==> config.mk <==
export PLATFORM = sky130hd
export DESIGN_NAME = fifo_wconv_flat
export DESIGN_NICKNAME = d
export VERILOG_FILES = /design/src/rtl/fifo_pkg.sv /design/src/rtl/fifo_wconv_if.sv /design/src/rtl/fifo_wconv_mem.sv /design/src/rtl/fifo_wconv.sv /design/src/flat_wrapper.sv
export SDC_FILE = /design/constraint.sdc
export NUM_CORES = 1
export LEC_CHECK = 0
export ABC_AREA = 1
export CORE_UTILIZATION = 45
export DETAILED_ROUTE_END_ITERATION = 16
export PLACE_DENSITY = 0.65
export REMOVE_ABC_BUFFERS = 1
export SETUP_SLACK_MARGIN = 0.05
export SLEW_MARGIN = 20
export SYNTH_ARGS = -nofsm -noshare
export SYNTH_HDL_FRONTEND = slang
export SYNTH_SLANG_ARGS = --single-unit
==> constraint.sdc <==
create_clock -name clk -period 4.1 [get_ports clk]
set_input_delay 0.82 -clock clk [delete_from_list [all_inputs] [get_ports clk]]
set_output_delay 0.82 -clock clk [all_outputs]
set_load 0.02 [all_outputs]
==> src/rtl/fifo_pkg.sv <==
// -----------------------------------------------------------------------------
// fifo_pkg
// Shared helpers for the width-converting FIFO: pointer/count width helpers
// and the legality check for the write-to-read width ratio.
// No ports (package).
// -----------------------------------------------------------------------------
package fifo_pkg;

   // Largest supported number of read words per write beat.
   localparam int MAX_RATIO = 32'sd8;

   // Number of read-word entries for a given address width.
   function automatic int depth_of(input int addr_w);
      return 32'sd1 << addr_w;
   endfunction

   // Count must represent 0..DEPTH inclusive, so it needs one extra bit.
   function automatic int cnt_width(input int addr_w);
      return addr_w + 32'sd1;
   endfunction

   // A ratio is legal when it is a power of two in 1..MAX_RATIO and a
   // single beat fits in the storage.
   function automatic bit ratio_legal(input int ratio, input int depth);
      bit pow2;
      pow2 = (ratio == 32'sd1) || (ratio == 32'sd2) ||
             (ratio == 32'sd4) || (ratio == 32'sd8);
      return pow2 && (ratio <= MAX_RATIO) && (ratio <= depth);
   endfunction

endpackage

==> src/rtl/fifo_wconv_if.sv <==
// -----------------------------------------------------------------------------
// fifo_wconv_if
// Handshake/data bundle of the width-converting FIFO.
//   wr, w_data, rd            : requests and write beat (master -> FIFO)
//   r_data                    : head word, first-word-fall-through
//   empty, full, almost_full  : status flags
//   count                     : stored read words
//   ovf, udf                  : sticky dropped-write / dropped-read flags
// -----------------------------------------------------------------------------
interface fifo_wconv_if
   import fifo_pkg::*;
#(
   parameter int DATA_WIDTH = 8,
   parameter int ADDR_WIDTH = 4,
   parameter int RATIO      = 2
);
   logic                            wr;
   logic [RATIO*DATA_WIDTH-1:0]     w_data;
   logic                            rd;
   logic [DATA_WIDTH-1:0]           r_data;
   logic                            empty;
   logic                            full;
   logic                            almost_full;
   logic [cnt_width(ADDR_WIDTH)-1:0] count;
   logic                            ovf;
   logic                            udf;

   modport master (
      output wr, w_data, rd,
      input  r_data, empty, full, almost_full, count, ovf, udf
   );

   modport slave (
      input  wr, w_data, rd,
      output r_data, empty, full, almost_full, count, ovf, udf
   );
endinterface

==> src/rtl/fifo_wconv_mem.sv <==
// -----------------------------------------------------------------------------
// fifo_wconv_mem
// Storage array with RATIO write lanes landing at w_ptr_i..w_ptr_i+RATIO-1
// (modulo DEPTH, lowest slice at the lowest address) and one asynchronous
// read port. Contents are intentionally not reset.
//   clk      : clock
//   we_i     : write enable for a full beat
//   w_ptr_i  : address of the first lane
//   w_data_i : beat, slice 0 is the oldest word
//   r_ptr_i  : read address
//   r_data_o : mem[r_ptr_i]
// -----------------------------------------------------------------------------
module fifo_wconv_mem
   import fifo_pkg::*;
#(
   parameter int DATA_WIDTH = 8,
   parameter int ADDR_WIDTH = 4,
   parameter int RATIO      = 2
) (
   input  logic                        clk,
   input  logic                        we_i,
   input  logic [ADDR_WIDTH-1:0]       w_ptr_i,
   input  logic [RATIO*DATA_WIDTH-1:0] w_data_i,
   input  logic [ADDR_WIDTH-1:0]       r_ptr_i,
   output logic [DATA_WIDTH-1:0]       r_data_o
);
   localparam int DEPTH = depth_of(ADDR_WIDTH);

   logic [DATA_WIDTH-1:0] mem_q [DEPTH];

   // Beat write: lane address wraps naturally in ADDR_WIDTH bits.
   always_ff @(posedge clk) begin
      if (we_i) begin
         for (int l = 0; l < RATIO; l++) begin
            mem_q[w_ptr_i + ADDR_WIDTH'(l)] <= w_data_i[l*DATA_WIDTH +: DATA_WIDTH];
         end
      end
   end

   assign r_data_o = mem_q[r_ptr_i];

endmodule

==> src/rtl/fifo_wconv.sv <==
// -----------------------------------------------------------------------------
// fifo_wconv
// Synchronous FIFO that accepts RATIO read words per write beat and returns
// one word per read. Pointer, count and flag logic live here; storage is in
// fifo_wconv_mem.
//   clk   : clock, rising edge
//   reset : synchronous, active-low
//   bus   : fifo_wconv_if.slave (requests, data, flags, count, ovf/udf)
// -----------------------------------------------------------------------------
module fifo_wconv
   import fifo_pkg::*;
#(
   parameter int DATA_WIDTH = 8,
   parameter int ADDR_WIDTH = 4,
   parameter int RATIO      = 2,
   parameter int AF_LEVEL   = depth_of(ADDR_WIDTH) - 32'sd4
) (
   input  logic        clk,
   input  logic        reset,
   fifo_wconv_if.slave bus
);
   localparam int DEPTH    = depth_of(ADDR_WIDTH);
   localparam int CNT_W    = cnt_width(ADDR_WIDTH);
   localparam bit RATIO_OK = ratio_legal(RATIO, DEPTH);

   if (!RATIO_OK) begin : g_bad_ratio
      $fatal(1, "fifo_wconv: RATIO must be a power of two in 1..8 and <= DEPTH");
   end

   logic [ADDR_WIDTH-1:0] w_ptr_q, w_ptr_d;
   logic [ADDR_WIDTH-1:0] r_ptr_q, r_ptr_d;
   logic [CNT_W-1:0]      count_q, count_d;
   logic                  ovf_q, ovf_d;
   logic                  udf_q, udf_d;
   logic                  rd_acc_s;
   logic                  wr_acc_s;
   logic                  empty_s;
   logic [CNT_W:0]        need_s;
   logic [DATA_WIDTH-1:0] mem_rdata_s;

   assign empty_s = (count_q == '0);

   // Acceptance: a read frees a slot for a same-cycle write, so the write
   // check uses the post-read occupancy. One extra bit keeps the sum exact.
   always_comb begin
      rd_acc_s = bus.rd & ~empty_s;
      need_s   = {1'b0, count_q} + (CNT_W+1)'(RATIO) - {{CNT_W{1'b0}}, rd_acc_s};
      wr_acc_s = bus.wr & (need_s <= (CNT_W+1)'(DEPTH));
   end

   // Next-state for pointers, count and sticky error flags.
   always_comb begin
      w_ptr_d = w_ptr_q;
      r_ptr_d = r_ptr_q;
      ovf_d   = ovf_q;
      udf_d   = udf_q;
      if (wr_acc_s) begin
         w_ptr_d = w_ptr_q + ADDR_WIDTH'(RATIO);
      end else begin
         ovf_d = ovf_q | bus.wr;
      end
      if (rd_acc_s) begin
         r_ptr_d = r_ptr_q + {{(ADDR_WIDTH-1){1'b0}}, 1'b1};
      end else begin
         udf_d = udf_q | bus.rd;
      end
      count_d = count_q
              + (wr_acc_s ? CNT_W'(RATIO) : {CNT_W{1'b0}})
              - {{(CNT_W-1){1'b0}}, rd_acc_s};
   end

   // State registers; reset wins over any request in the same cycle.
   always_ff @(posedge clk) begin
      if (!reset) begin
         w_ptr_q <= '0;
         r_ptr_q <= '0;
         count_q <= '0;
         ovf_q   <= 1'b0;
         udf_q   <= 1'b0;
      end else begin
         w_ptr_q <= w_ptr_d;
         r_ptr_q <= r_ptr_d;
         count_q <= count_d;
         ovf_q   <= ovf_d;
         udf_q   <= udf_d;
      end
   end

   fifo_wconv_mem #(
      .DATA_WIDTH (DATA_WIDTH),
      .ADDR_WIDTH (ADDR_WIDTH),
      .RATIO      (RATIO)
   ) u_mem (
      .clk      (clk),
      .we_i     (wr_acc_s),
      .w_ptr_i  (w_ptr_q),
      .w_data_i (bus.w_data),
      .r_ptr_i  (r_ptr_q),
      .r_data_o (mem_rdata_s)
   );

   // Flags depend only on the registered count; stale memory is masked
   // while empty so r_data reads 0 after reset.
   assign bus.r_data      = empty_s ? {DATA_WIDTH{1'b0}} : mem_rdata_s;
   assign bus.empty       = empty_s;
   assign bus.full        = (count_q > CNT_W'(DEPTH - RATIO));
   assign bus.almost_full = (count_q >= CNT_W'(AF_LEVEL));
   assign bus.count       = count_q;
   assign bus.ovf         = ovf_q;
   assign bus.udf         = udf_q;

endmodule

==> src/flat_wrapper.sv <==
// flat-port wrapper written by rule: the top's interface ports become plain ports
module fifo_wconv_flat import fifo_pkg::*;
#(
   parameter int DATA_WIDTH = 8,
   parameter int ADDR_WIDTH = 4,
   parameter int RATIO      = 2,
   parameter int AF_LEVEL   = depth_of(ADDR_WIDTH) - 32'sd4
)
  (clk, reset, bus_wr, bus_w_data, bus_rd, bus_r_data, bus_empty, bus_full, bus_almost_full, bus_count, bus_ovf, bus_udf);
  fifo_wconv_if #(.DATA_WIDTH(DATA_WIDTH), .ADDR_WIDTH(ADDR_WIDTH), .RATIO(RATIO)) bus_i ();
  input  logic clk;
  input  logic reset;
  input wire logic [$bits(bus_i.wr)-1:0] bus_wr;
  input wire logic [$bits(bus_i.w_data)-1:0] bus_w_data;
  input wire logic [$bits(bus_i.rd)-1:0] bus_rd;
  output wire logic [$bits(bus_i.r_data)-1:0] bus_r_data;
  output wire logic [$bits(bus_i.empty)-1:0] bus_empty;
  output wire logic [$bits(bus_i.full)-1:0] bus_full;
  output wire logic [$bits(bus_i.almost_full)-1:0] bus_almost_full;
  output wire logic [$bits(bus_i.count)-1:0] bus_count;
  output wire logic [$bits(bus_i.ovf)-1:0] bus_ovf;
  output wire logic [$bits(bus_i.udf)-1:0] bus_udf;
  assign bus_i.wr = bus_wr;
  assign bus_i.w_data = bus_w_data;
  assign bus_i.rd = bus_rd;
  assign bus_r_data = bus_i.r_data;
  assign bus_empty = bus_i.empty;
  assign bus_full = bus_i.full;
  assign bus_almost_full = bus_i.almost_full;
  assign bus_count = bus_i.count;
  assign bus_ovf = bus_i.ovf;
  assign bus_udf = bus_i.udf;
  fifo_wconv #(.DATA_WIDTH(DATA_WIDTH), .ADDR_WIDTH(ADDR_WIDTH), .RATIO(RATIO), .AF_LEVEL(AF_LEVEL)) u_core (.clk(clk), .reset(reset), .bus(bus_i));
endmodule
==> impl_results.md <==
- Run status: completed
- Reg2reg end: u_core.bus.count[3]$_SDFF_PN0_
- Worst r2r src: u_core.bus.count[2]$_SDFF_PN0_
- Residual DRC: 0
- Port bufs: 37
- Largest net degree at the start of global routing: 41
- Data required, critical path: 4.40 ns
- WHS Endpoint: u_core.bus.udf$_SDFFE_PN0N_
- Post-Syn Instances: 544
- FMAX: 0.2676 GHz
- Placed cells: roughly 750
- Hold slack: 0.4521 ns
- Slew Limit Fails: 0
- CTS H-tree lvls: 4
- TritonCTS Buffers: 17
- Hold path cells: 2
- Post-synthesis sequential area ratio: 67.82%
- Post-CTS Setup Inserts: 0
- R2R cell count: 23
- GR Overflow Total: 0
- DP Area: approximately 6700 µm²
- CP Launch Type: register
- Worst Hold Class: register to register
- LEAKAGE: 2.681 nW
- Core box area: 13350 µm²
- # rows: between 40 and 50
- Vias in the first global route: 4038
- TritonCTS Sinks: 146
- Nets: 623
- CP Class: register to register
- Worst R2R Setup Slack: 0.36 ns
- Period minus WS final: 3.738 ns
- DP HPWL: 7433 µm
- Mapped Area: 6198 µm²
- Initial antenna violation count: 0
- Worst Max-Slew Pin Slew: slightly below 0.7 ns
- Clock Skews: between 0.006 and 0.007 ns
- 1st-pass router iterations: 5
- CTS tree: done
- Synth cell types: 24
- DIE WIDTH: around 120 µm
- Via count: 4113
- Period utilization: 91.16%
- CTS resizes: 0
- FF+latch count, synth: around 150
- Crit path arrival time: slightly above 4 ns
- Critical Path Fanout Max: 10
- Sequential cell area: 4205 µm²
- First-pass GRT wire length: about 21000 µm
- Final hold vios: 0
- Vias/cell: 5.293
- Worst min-delay path startpoint: u_core.bus.udf$_SDFFE_PN0N_
- Final instance area: 7264 µm²
- Hold Buf Count CTS: 0
- Multi-input gate area: 1703 µm²
- Post-DRT Antenna Nets: 0
- Ys Warns: 0
- Starting DRT DRC Count: 374
- Sum Neg Setup Slack: 0 ns
- Diodes inserted: 0
- Slew headroom: 54.32%
- Peak VDD IR: 0.0005347 V
- Max-cap violations: 0
- Ports: 38
- Post-route total power: 4.938 mW
- Detailed Route WL: 12890 µm
- Final std cells w/o fill: 777
- Root buf cell: clkbuf_16
- Clock slew at reported path FFs: 0.05 ns
- Final GP Congestion: roughly 0.85
- Post-synthesis average cell area: 11.39 µm²
- RSZ-0062 raised after global routing: no
- Layout cells sized above 1: 8.819%
- Gr usage total: 19.84%
- Die H: 119.4 µm
- Latest clock arrival within the worst-skew pair: 0.41 ns
- WL per Instance: 16.59 µm
- Initial Utilization: between 40% and 50%
- Die area: 14250 µm²
- Area growth, synth to finish: 17.20%
- Fillers: between 1k and 1.5k
- Setup violations, final: 0
- Power Dens Cells: 679.8 nW/µm²
- Worst setup EP type: register
- Max Root-Sink Buffers: 2
-- logic make-up (layout without fill, tap and decap cells) --
family / Yosys count / count (layout) / synth area share, %
fa+ha+maj: 14 / 14 / 2.947
compound gates: 39 / 39 / 3.553
simple gates: 290 / 290 / 20.69
xor+xnor: 2 / 2 / 0.2827
buf+inv: 53 / 110 / 4.703
flops: 146 / 146 / 67.82
-- where the power goes --
part	leakage, nW	total (mW)	internal, mW	switching (mW)
Combinational	1.11	1.62	0.613	1.01
Clock	0.273	1.44	0.889	0.548
Sequential	1.30	1.88	1.78	0.0928
-- registers in the layout (all words and copies together) (netlist names), named ones only --
register,flops
u_core.u_mem.mem_q,128
u_core.r_ptr_q,4
u_core.w_ptr_q,3
u_core.bus.ovf,1
u_core.bus.count,5
u_core.bus.udf,1
-- synth_stat cells (all sizes together) --
cell | instances | area (µm²)
dfxtp | 18 | 360.4
buf | 24 | 177.7
xor2 | 2 | 17.52
a221o | 1 | 10.01
edfxtp | 128 | 3844
nand4 | 4 | 40.04
nor2 | 21 | 78.83
inv | 28 | 110.1
ha | 13 | 162.7
fa | 1 | 20.02
o21a | 8 | 60.06
nand3 | 105 | 550.5
nand2 | 159 | 606.8
o21ai | 4 | 20.02
a21oi | 26 | 130.1
or2 | 1 | 6.260
clkbuf | 1 | 3.750
-- through the flow --
step                      util, %  setup WS [ns]
final                       54.42         0.3624
after detailed placement    50.30         0.2348
after CTS                   54.42         0.3739
after floorplan                 -         0.6635
after global routing        54.42         0.1262
after global placement      50.30         0.3325
-- area by class of cell --
cell class	instances	share of cell area [%]
multi-input combinational	345	23.44
clock buffer	21	6.063
clock inverter	10	1.516
timing repair buffer	51	6.545
tap	176	3.031
inverter	28	1.516
sequential	146	57.89
-- worst max path at each step --
stage / start / endpoint / depth (start not counted)
2_1_floorplan: register / bus_r_data[3] / 6
3_3_place_gp: bus_rd / u_core.bus.count[3]$_SDFF_PN0_ / 19
3_5_place_dp: bus_rd / u_core.bus.count[3]$_SDFF_PN0_ / 21
4_1_cts: u_core.bus.count[2]$_SDFF_PN0_ / u_core.bus.count[3]$_SDFF_PN0_ / 23
5_1_grt: u_core.bus.count[2]$_SDFF_PN0_ / u_core.bus.count[3]$_SDFF_PN0_ / 23
6_report: u_core.bus.count[2]$_SDFF_PN0_ / u_core.bus.count[3]$_SDFF_PN0_ / 23
-- cells in the final DEF (no fill, tap or decap), drive strengths merged --
master         count
nand2            159
nor2              21
a21oi             26
nand4              4
clkdlybuf4s50     37
clkinv             6
nand3            105
clkbuf            21
inv               30
a221o              1
xor2               2
or2                1
o21a               8
ha                13
buf               14
dfxtp             18
fa                 1
edfxtp           128
o21ai              4
bufinv             2
-- layer usage --
metal / vias up / wire (µm) / GRT usage, %
met3: 16 / 718 / 5.268
met4: 0 / 198 / 7.891
li1: 1984 / - / -
met5: - / 0 / 0
met2: 114 / 6306 / 32.49
met1: 1999 / 5667 / 25.08
-- worst max-delay path, cell delays in order (launching register included) --
cell	delay, ns
dfxtp_1	0.46
inv_1	0.17
ha_1	0.26
nand3_4	0.24
nand2_2	0.12
inv_4	0.10
ha_1	0.16
inv_1	0.06
ha_1	0.19
inv_1	0.05
ha_1	0.16
inv_1	0.07
nand2_1	0.09
nand2_1	0.05
nand3_1	0.08
nand2_2	0.07
inv_4	0.09
nand3_4	0.10
ha_1	0.30
inv_1	0.04
ha_1	0.19
fa_1	0.38
xor2_1	0.14
nor2_1	0.05
No activity file was read; power rests on OpenSTA's default activity.
